**src/rtl/fp_int_acc_seq_pkg.sv**
```systemverilog
// Shared definitions for the FP-to-integer accumulation sequencer and the
// external accumulator it drives.
//   - EXP_W / FRAC_W / ACC_W : default exponent, operand magnitude and
//     running-sum widths.
//   - seq_state_e            : sequencer FSM state encoding.
package fp_int_acc_seq_pkg;

  localparam int EXP_W  = 5;
  localparam int FRAC_W = 14;
  localparam int ACC_W  = 32;

  typedef enum logic [1:0] {
    ST_ACCEPT = 2'd0,
    ST_ISSUE  = 2'd1,
    ST_WAIT   = 2'd2,
    ST_OUT    = 2'd3
  } seq_state_e;

endpackage

```
**src/rtl/fp_int_acc_seq_cnt.sv**
```systemverilog
// Element and latency counters for the accumulation sequencer.
// Ports:
//   clk, rst      : clock, synchronous active-high reset
//   elem_inc_i    : count one accepted element
//   elem_clr_i    : clear element count (vector delivered)
//   lat_clr_i     : restart the accumulator latency count
//   lat_inc_i     : advance the latency count
//   elem_cnt_o    : elements accepted in the current vector
//   elem_full_o   : element count has reached VEC_LEN
//   lat_done_o    : current cycle is the last accumulator wait cycle
module fp_int_acc_seq_cnt #(
  parameter int VEC_LEN = 16,
  parameter int ACC_LAT = 2,
  parameter int CNT_W   = $clog2(VEC_LEN) + 1,
  parameter int LAT_W   = (ACC_LAT > 1) ? $clog2(ACC_LAT) : 1
) (
  input  logic             clk,
  input  logic             rst,
  input  logic             elem_inc_i,
  input  logic             elem_clr_i,
  input  logic             lat_clr_i,
  input  logic             lat_inc_i,
  output logic [CNT_W-1:0] elem_cnt_o,
  output logic             elem_full_o,
  output logic             lat_done_o
);

  logic [CNT_W-1:0] elem_q;
  logic [LAT_W-1:0] lat_q;

  assign elem_full_o = (elem_q == CNT_W'(VEC_LEN));
  assign lat_done_o  = (lat_q == LAT_W'(ACC_LAT - 1));
  assign elem_cnt_o  = elem_q;

  // The element count saturates at VEC_LEN; the sequencer closes the
  // vector there, so it never needs to wrap.
  always_ff @(posedge clk) begin
    if (rst || elem_clr_i) begin
      elem_q <= '0;
    end else if (elem_inc_i && !elem_full_o) begin
      elem_q <= elem_q + 1'b1;
    end
  end

  always_ff @(posedge clk) begin
    if (rst || lat_clr_i) begin
      lat_q <= '0;
    end else if (lat_inc_i && !lat_done_o) begin
      lat_q <= lat_q + 1'b1;
    end
  end

endmodule

```
**src/rtl/fp_int_acc_seq.sv**
```systemverilog
// Sequencer that feeds product terms, one at a time, into an external
// fixed-point accumulator and returns one result per vector.  It only
// registers and routes values; all alignment/add arithmetic lives in the
// accumulator.
//
// Handshakes: a transfer happens on a rising edge where valid && ready are
// both high; valid/data must be held until that edge; ready may depend on
// state only, never on valid.  in_ready and out_valid are never high
// together.
//
// Ports:
//   clk, rst                         : clock, synchronous active-high reset
//   in_valid / in_ready              : operand handshake
//   in_sign, in_exp, in_frac, in_last: operand and end-of-vector marker
//   acc_start                        : one-cycle accumulator start pulse
//   acc_sign, acc_exp_in, acc_fixed_in: operand to accumulator
//   acc_exp_min, acc_fixed_acc       : running exponent / sum fed back
//   acc_exp_out, acc_fixed_out       : accumulator result
//   out_valid / out_ready            : result handshake
//   out_exp, out_fixed, out_trunc    : vector result, closed-by-limit flag
//   busy                             : high outside ACCEPT
//   state_dbg_o                      : current FSM state
module fp_int_acc_seq
  import fp_int_acc_seq_pkg::*;
#(
  parameter int VEC_LEN = 16,
  parameter int ACC_LAT = 2,
  parameter int EXP_W   = fp_int_acc_seq_pkg::EXP_W,
  parameter int FRAC_W  = fp_int_acc_seq_pkg::FRAC_W,
  parameter int ACC_W   = fp_int_acc_seq_pkg::ACC_W
) (
  input  logic              clk,
  input  logic              rst,
  input  logic              in_valid,
  output logic              in_ready,
  input  logic              in_sign,
  input  logic [EXP_W-1:0]  in_exp,
  input  logic [FRAC_W-1:0] in_frac,
  input  logic              in_last,
  output logic              acc_start,
  output logic              acc_sign,
  output logic [EXP_W-1:0]  acc_exp_in,
  output logic [FRAC_W-1:0] acc_fixed_in,
  output logic [EXP_W-1:0]  acc_exp_min,
  output logic [ACC_W-1:0]  acc_fixed_acc,
  input  logic [EXP_W-1:0]  acc_exp_out,
  input  logic [ACC_W-1:0]  acc_fixed_out,
  output logic              out_valid,
  input  logic              out_ready,
  output logic [EXP_W-1:0]  out_exp,
  output logic [ACC_W-1:0]  out_fixed,
  output logic              out_trunc,
  output logic              busy,
  output seq_state_e        state_dbg_o
);

  localparam int CNT_W = $clog2(VEC_LEN) + 1;

  seq_state_e        state_q;
  logic              first_q;
  logic              sign_q;
  logic [EXP_W-1:0]  exp_q;
  logic [FRAC_W-1:0] frac_q;
  logic              last_q;
  logic [EXP_W-1:0]  run_exp_q;
  logic [ACC_W-1:0]  run_fixed_q;
  logic              trunc_q;

  logic              elem_full;
  logic              lat_done;
  logic [CNT_W-1:0]  elem_cnt;
  logic              accept;
  logic              out_fire;

  assign accept   = (state_q == ST_ACCEPT) && in_valid;
  assign out_fire = (state_q == ST_OUT) && out_ready;

  fp_int_acc_seq_cnt #(
    .VEC_LEN (VEC_LEN),
    .ACC_LAT (ACC_LAT),
    .CNT_W   (CNT_W)
  ) u_cnt (
    .clk         (clk),
    .rst         (rst),
    .elem_inc_i  (accept),
    .elem_clr_i  (out_fire),
    .lat_clr_i   (state_q == ST_ISSUE),
    .lat_inc_i   (state_q == ST_WAIT),
    .elem_cnt_o  (elem_cnt),
    .elem_full_o (elem_full),
    .lat_done_o  (lat_done)
  );

  always_ff @(posedge clk) begin
    if (rst) begin
      state_q     <= ST_ACCEPT;
      first_q     <= 1'b1;
      sign_q      <= 1'b0;
      exp_q       <= '0;
      frac_q      <= '0;
      last_q      <= 1'b0;
      run_exp_q   <= '0;
      run_fixed_q <= '0;
      trunc_q     <= 1'b0;
    end else begin
      case (state_q)
        ST_ACCEPT: begin
          if (in_valid) begin
            sign_q  <= in_sign;
            exp_q   <= in_exp;
            frac_q  <= in_frac;
            last_q  <= in_last;
            // A new vector starts from an empty sum at the element's own
            // exponent, so the accumulator's alignment is a no-op for it.
            if (first_q) begin
              run_exp_q   <= in_exp;
              run_fixed_q <= '0;
            end
            first_q <= 1'b0;
            state_q <= ST_ISSUE;
          end
        end
        ST_ISSUE: begin
          state_q <= ST_WAIT;
        end
        ST_WAIT: begin
          if (lat_done) begin
            run_exp_q   <= acc_exp_out;
            run_fixed_q <= acc_fixed_out;
            // elem_cnt already includes the element just accumulated.
            if (last_q || elem_full) begin
              trunc_q <= elem_full && !last_q;
              state_q <= ST_OUT;
            end else begin
              state_q <= ST_ACCEPT;
            end
          end
        end
        ST_OUT: begin
          if (out_ready) begin
            first_q <= 1'b1;
            trunc_q <= 1'b0;
            state_q <= ST_ACCEPT;
          end
        end
        default: state_q <= ST_ACCEPT;
      endcase
    end
  end

  // All outputs are decoded straight from registers.  Operand and feedback
  // registers only change on acceptance and on capture, so they are stable
  // from ISSUE through the final WAIT cycle.
  assign in_ready      = (state_q == ST_ACCEPT);
  assign busy          = (state_q != ST_ACCEPT);
  assign acc_start     = (state_q == ST_ISSUE);
  assign out_valid     = (state_q == ST_OUT);
  assign acc_sign      = sign_q;
  assign acc_exp_in    = exp_q;
  assign acc_fixed_in  = frac_q;
  assign acc_exp_min   = run_exp_q;
  assign acc_fixed_acc = run_fixed_q;
  assign out_exp       = run_exp_q;
  assign out_fixed     = run_fixed_q;
  assign out_trunc     = trunc_q;
  assign state_dbg_o   = state_q;

endmodule

```
**config.mk**
```make
export PLATFORM = sky130hd
export DESIGN_NAME = fp_int_acc_seq
export DESIGN_NICKNAME = d
export VERILOG_FILES = /design/src/rtl/fp_int_acc_seq_pkg.sv /design/src/rtl/fp_int_acc_seq_cnt.sv /design/src/rtl/fp_int_acc_seq.sv
export SDC_FILE = /design/constraint.sdc
export NUM_CORES = 1
export LEC_CHECK = 0
export CORE_MARGIN = 1
export CORE_UTILIZATION = 38
export CTS_BUF_LIST = sky130_fd_sc_hd__clkbuf_4 sky130_fd_sc_hd__clkbuf_8 sky130_fd_sc_hd__clkbuf_16
export DETAILED_ROUTE_END_ITERATION = 7
export PLACE_DENSITY_LB_ADDON = 0.2
export SYNTH_ARGS = -nofsm -noshare
export SYNTH_HDL_FRONTEND = slang
export SYNTH_SLANG_ARGS = --single-unit
```
**constraint.sdc**
```tcl
create_clock -name clk -period 1.5 [get_ports clk]
set_input_delay 0.225 -clock clk [delete_from_list [all_inputs] [get_ports clk]]
set_output_delay 0.225 -clock clk [all_outputs]
set_load 0.05 [all_outputs]
```
* Word level (Yosys, flattened, before mapping)
Cells that the tools add are included.
Word-level totals: bits in registers 68, latch bits 0, RAM bits 0, ROM bits 0, input bits 62, memories 0
Cells by class: $add $sub $neg 2, multipliers 0, div/mod/pow operators 0, $lt $le $gt $ge 0, equal/unequal tests 9, shift operators 0, muxes and demuxes 20, bitwise gates (word level) 0, reductions and logical operators 21
Operators with widths (count):
- 32-bit 2-to-1 mux | 3
- 32-bit one-hot mux with 2 select lines | 1
- 5-bit 2-to-1 mux | 3
- 5-bit one-hot mux with 2 select lines | 1
- 2-bit 2-to-1 mux | 4
- 2-bit one-hot mux with 4 select lines | 1
- 4-bit AND reduction | 2
- 2-bit nonzero test | 4
- 2-bit inequality test (second input constant) | 3
- 3-bit AND reduction | 2
- 5-bit by 1-bit adder with 5-bit output (second input constant) | 1
- 5-bit equality test (second input constant) | 1
- 1-bit logical AND | 5
- 1-bit 2-to-1 mux | 5
- 2-bit equality test (second input constant) | 2
- 2-bit by 1-bit inequality test with 1-bit output (second input constant) | 2
- 1-bit one-hot mux with 2 select lines | 2
- 1-bit logical NOT | 3
- 1-bit logical OR | 3
- 2-bit by 1-bit equality test with 1-bit output (second input constant) | 1
- 2-bit logical NOT | 1
- 2-bit AND reduction | 1
- 1-bit adder (second input constant) | 1

* Logic depth before layout (Yosys ltp)
depth in word-level cells 5, depth in mapped cells 6, mapped depth without buffers 5

* By module
From an unflattened synthesis, not the netlist that was laid out.
Second synthesis, totals: cells, all modules 270, area, all modules 2810.2 µm²
By module, submodules not included:
- fp_int_acc_seq | times used 1, cells each 238, area an instance 2523.7 µm², seq. area each 1241.2 µm²
- fp_int_acc_seq_cnt | times used 1, cells each 32, area an instance 286.5 µm², seq. area each 120.1 µm²

* Least setup slack after synthesis
Ideal clock, no wire load.
path type register to output, from reg state_q[0], in the netlist state_dbg_o[0], to out busy, arrival 2.065 ns, required time 1.275 ns, setup slack -0.790 ns, cell stages (with the launch flop) 5, path buffers 2, cell sequence dfxtp_1 buf_6 clkbuf_1 nor2_1 inv_1
On the way: word-level cells in the longest chain between the ends 1
RTL lines:
- start, declared | RTL line fp_int_acc_seq.sv:59 | seq_state_e state_q;
- start signal, assigned | RTL line fp_int_acc_seq.sv:96 | state_q <= ST_ACCEPT;
- start signal, assigned | RTL line fp_int_acc_seq.sv:120 | state_q <= ST_ISSUE;
- start signal, assigned | RTL line fp_int_acc_seq.sv:124 | state_q <= ST_WAIT;
- 2-bit nonzero test | RTL line fp_int_acc_seq.sv:155 | assign busy = (state_q != ST_ACCEPT);
- end, declared | RTL line fp_int_acc_seq.sv:53 | output logic busy,
No other way between the ends.

* Worst setup path after layout
from reg u_cnt.elem_q[0], in the netlist u_cnt.elem_cnt_o[0], to reg trunc_q, in the netlist out_trunc
On the way: word-level cells in the longest chain between the ends 5
RTL lines:
- start, declared | RTL line fp_int_acc_seq_cnt.sv:28 | logic [CNT_W-1:0] elem_q;
- start signal, assigned | RTL line fp_int_acc_seq_cnt.sv:41 | elem_q <= elem_q + 1'b1;
- 5-bit equality test (*) | RTL line fp_int_acc_seq_cnt.sv:31 | assign elem_full_o = (elem_q == CNT_W'(VEC_LEN));
- 1-bit logical AND | RTL line fp_int_acc_seq.sv:132 | trunc_q <= elem_full && !last_q;
- 1-bit 2-to-1 mux | RTL line fp_int_acc_seq.sv:131 | if (last_q || elem_full) begin
- 1-bit 2-to-1 mux | RTL line fp_int_acc_seq.sv:127 | if (lat_done) begin
- 1-bit one-hot mux with 2 select lines | RTL line fp_int_acc_seq.sv:106 | case (state_q)
- end signal, assigned | RTL line fp_int_acc_seq.sv:132
- end, declared | RTL line fp_int_acc_seq.sv:67 | logic trunc_q;
Mark *: on every way between the ends. The rest lies on a longest branch, timed or not. The select of a mux whose other input is x is not followed. A chain may end at the register's enable or synchronous reset.

==> summary.md <==
| Metric | Value |
|---|---|
| CTS root buf | `clkbuf_8` |
| Die Wd | `89.48 um` |
| FMAX | `686.5 MHz` |
| CTS tree | `done` |
| Largest fanout on the critical path | `4` |
| Fin. max-slew vios | `0` |
| R2R Setup Slk | `40 ps` |
| CTS H-tree lvls | `3` |
| Remaining DRCs | `0` |
| Max_slew headroom | `57.43%` |
| Fin util | `63.73%` |
| Maximum buffer depth of the clock tree | `2` |
| Leak Pwr | `0.001977 uW` |
| Period utilisation layout | `97.11%` |
| Placer Congestion | `0.7687` |
| Element type at the critical path end | `register` |
| Core area | `0.007331 mm2` |
| Worst-path clk slew | `80 ps` |
| Vias in the first global route | `2396` |
| Post-synth EDFFs | `0` |
| Hold slack final | `423.2 ps` |
| Global Route Usage Sum | `19.08%` |
| P&R area growth vs syn | `60.67%` |
| Syn_area_per_cell | `9.824 um2` |
| Yosys warning count | `0` |
| Largest net degree at the start of global routing | `38` |
| Post-route ant nets | `0` |
| Fin area | `0.004672 mm2` |
| Critical R2R Capture | `out_trunc` |
| Skew final | `6.682 ps` |
| RSZ-0062 raised after global routing | `yes` |
| Setup crit start | `u_cnt.elem_cnt_o[0]` |
| CP endpoint | `out_trunc` |
| Max_cap viols | `0` |
| Worst path required time | `1790 ps` |
| Layout cells sized above 1 | `38.84%` |
| Clk Latency, worst-skew pair | `350 ps` |
| WL final | `7.787 mm` |
| Num CTS Buffers | `9` |
| # diodes | `0` |
| Ys flop type | `dfxtp_1` |
| Nets | `507` |
| FF+latch count, synth | `68` |
| Final hold viol count | `0` |
| Mapped Cells | `296` |
| Worst Hold Class | `in2reg` |
| Critical path launch point type | `register` |
| Final setup viols | `0` |
| Die area | `0.008006 mm2` |
| Num ports | `163` |
| Vias per cell | `4.993` |
| Worst vdd ir | `0.5517 mV` |
| Reg2reg path depth | `6` |
| Via count | `2731` |
| First-pass GRT wire length | `11.54 mm` |
| DP Area | `0.004352 mm2` |
| Crit path time final | `1457 ps` |
| Syn Nets | `360` |
| Count of input and output buffers | `162` |
| Reg2reg start | `u_cnt.elem_cnt_o[0]` |
| Total grt overflow | `0` |
| Initial antenna violation count | `0` |
| Initial DRC Count | `145` |
| HPWL Detailed | `5.529 mm` |
| Post-synthesis sequential area ratio | `46.82%` |
| Mapped cell area | `0.002908 mm2` |
| CTS Sinks | `68` |
| Outcome | `complete, no violations` |
| Core Rows | `31` |
| Data arrival, critical path | `1740 ps` |
| DRT Pass-1 Iters | `4` |
| Initial Util | `39.67%` |
| PD cells | `1034 mW/mm2` |
| Fraction of registers with async set or reset after synthesis | `0%` |
| Height of the chip | `89.48 um` |
| Hold Path Depth | `3` |
| Crit path kind | `reg2reg` |
| Overall power | `4830 uW` |
| Tightest Pin Transition | `637.6 ps` |
| Synth cell types | `42` |
| Wirelength per Cell | `14.24 um` |
layer usage:
| layer | vias up | track usage, % | wire [um] |
|---|---|---|---|
| li1 | 1331 | - | - |
| met1 | 1280 | 23.75 | 3182 |
| met2 | 107 | 30.74 | 3888 |
| met3 | 13 | 6.464 | 609 |
| met4 | 0 | 6.926 | 107 |
| met5 | - | 0 | 0 |
per-stage QoR:
stage	worst slack (ps)	TNS [ps]	std cells
after global placement	-237.0	-9172	522
after floorplan	-107.9	-327.2	296
after global routing	-38.19	-45.29	547
after CTS	5.717	0	547
after detailed placement	-292.3	-9538	522
final	43.33	0	547
where the power goes:
part           switching (uW)  leakage [uW]  internal [uW]  total (uW)
clock                     728     0.0000918            772        1500
combinational             757       0.00133            610        1370
sequential               71.8      0.000554           1890        1960
total                    1560       0.00198           3270        4830
Yosys cell counts, types with 2 or more instances:
library cell	number	share of area, %
dfxtp_1	68	47
nand2_1	49	6.3
buf_4	42	11
a32o_1	33	11
a21oi_1	27	4.6
clkbuf_1	7	0.90
inv_1	6	0.77
a2111oi_0	5	1.5
a31o_2	5	1.5
buf_2	5	0.86
buf_6	5	1.9
mux2i_1	5	1.7
o21ai_0	3	0.52
a21o_1	2	0.52
ha_1	2	0.86
inv_2	2	0.26
nand3_1	2	0.34
nand4bb_1	2	0.77
nor2_1	2	0.26
nor2b_1	2	0.43
sequential cells by signal (all words and copies together), names as in the netlist:
| name | flops |
|---|---|
| acc_fixed_acc | 32 |
| acc_fixed_in | 14 |
| acc_exp_in | 5 |
| acc_exp_min | 5 |
| u_cnt.elem_cnt_o | 5 |
| state_dbg_o | 2 |
| acc_sign | 1 |
| first_q | 1 |
| last_q | 1 |
| out_trunc | 1 |
| u_cnt.lat_done_o | 1 |
how the worst min path moves through the flow:
stage	to	from
6_report	acc_fixed_in[12]	in_frac[12]
5_1_grt	acc_sign	in_sign
4_1_cts	acc_fixed_in[12]	in_frac[12]
3_5_place_dp	first_q	first_q
3_3_place_gp	first_q	first_q
2_1_floorplan	acc_fixed_acc[0]	acc_fixed_out[0]
critical path, stage by stage, from the launching register on:
cell and delay, ps:
dfxtp_2 340, inv_1 70, ha_1 180, nand4bb_1 220
buf_4 230, nor4_2 150, a32o_1 200
cells by family after synthesis:
family	after synthesis	synth area share, %
AO/OA/AOI/OAI	82	22.42
AND/OR/NAND/NOR	69	11.75
buffers and inverters	68	15.71
flip-flops	68	46.82
multiplexers	6	2.108
adder cells (fa/ha/maj)	3	1.205
cells in the final DEF, fill, tap and decap left out, types with 3 or more instances in the layout:
cell,instances
inv_1,5
clkbuf_8,9
nand2_1,49
buf_4,118
clkinvlp_4,4
buf_6,4
dfxtp_1,65
a31o_2,5
a21oi_1,27
o21ai_0,3
mux2i_1,5
buf_12,13
a32o_1,33
clkdlybuf4s50_1,61
final cells by class:
type                    count  area (um2)
clock inverters             7       75.07
repair buffers            196        1802
multi-input cells         160        1144
flip-flops and latches     68        1370
clock buffers               9       123.9
inverters                   8       33.78
well taps                  99       123.9
fillers                   600        2659
timing repair:
action | 4_1_cts | 5_1_grt
endpoints found under the setup margin | 3 | 11
resized for setup | 0 | 15
buffers inserted | 9 | 0
hold buffers | 0 | 0
pin swaps | 1 | 2
(Power assumes the default switching activity.)
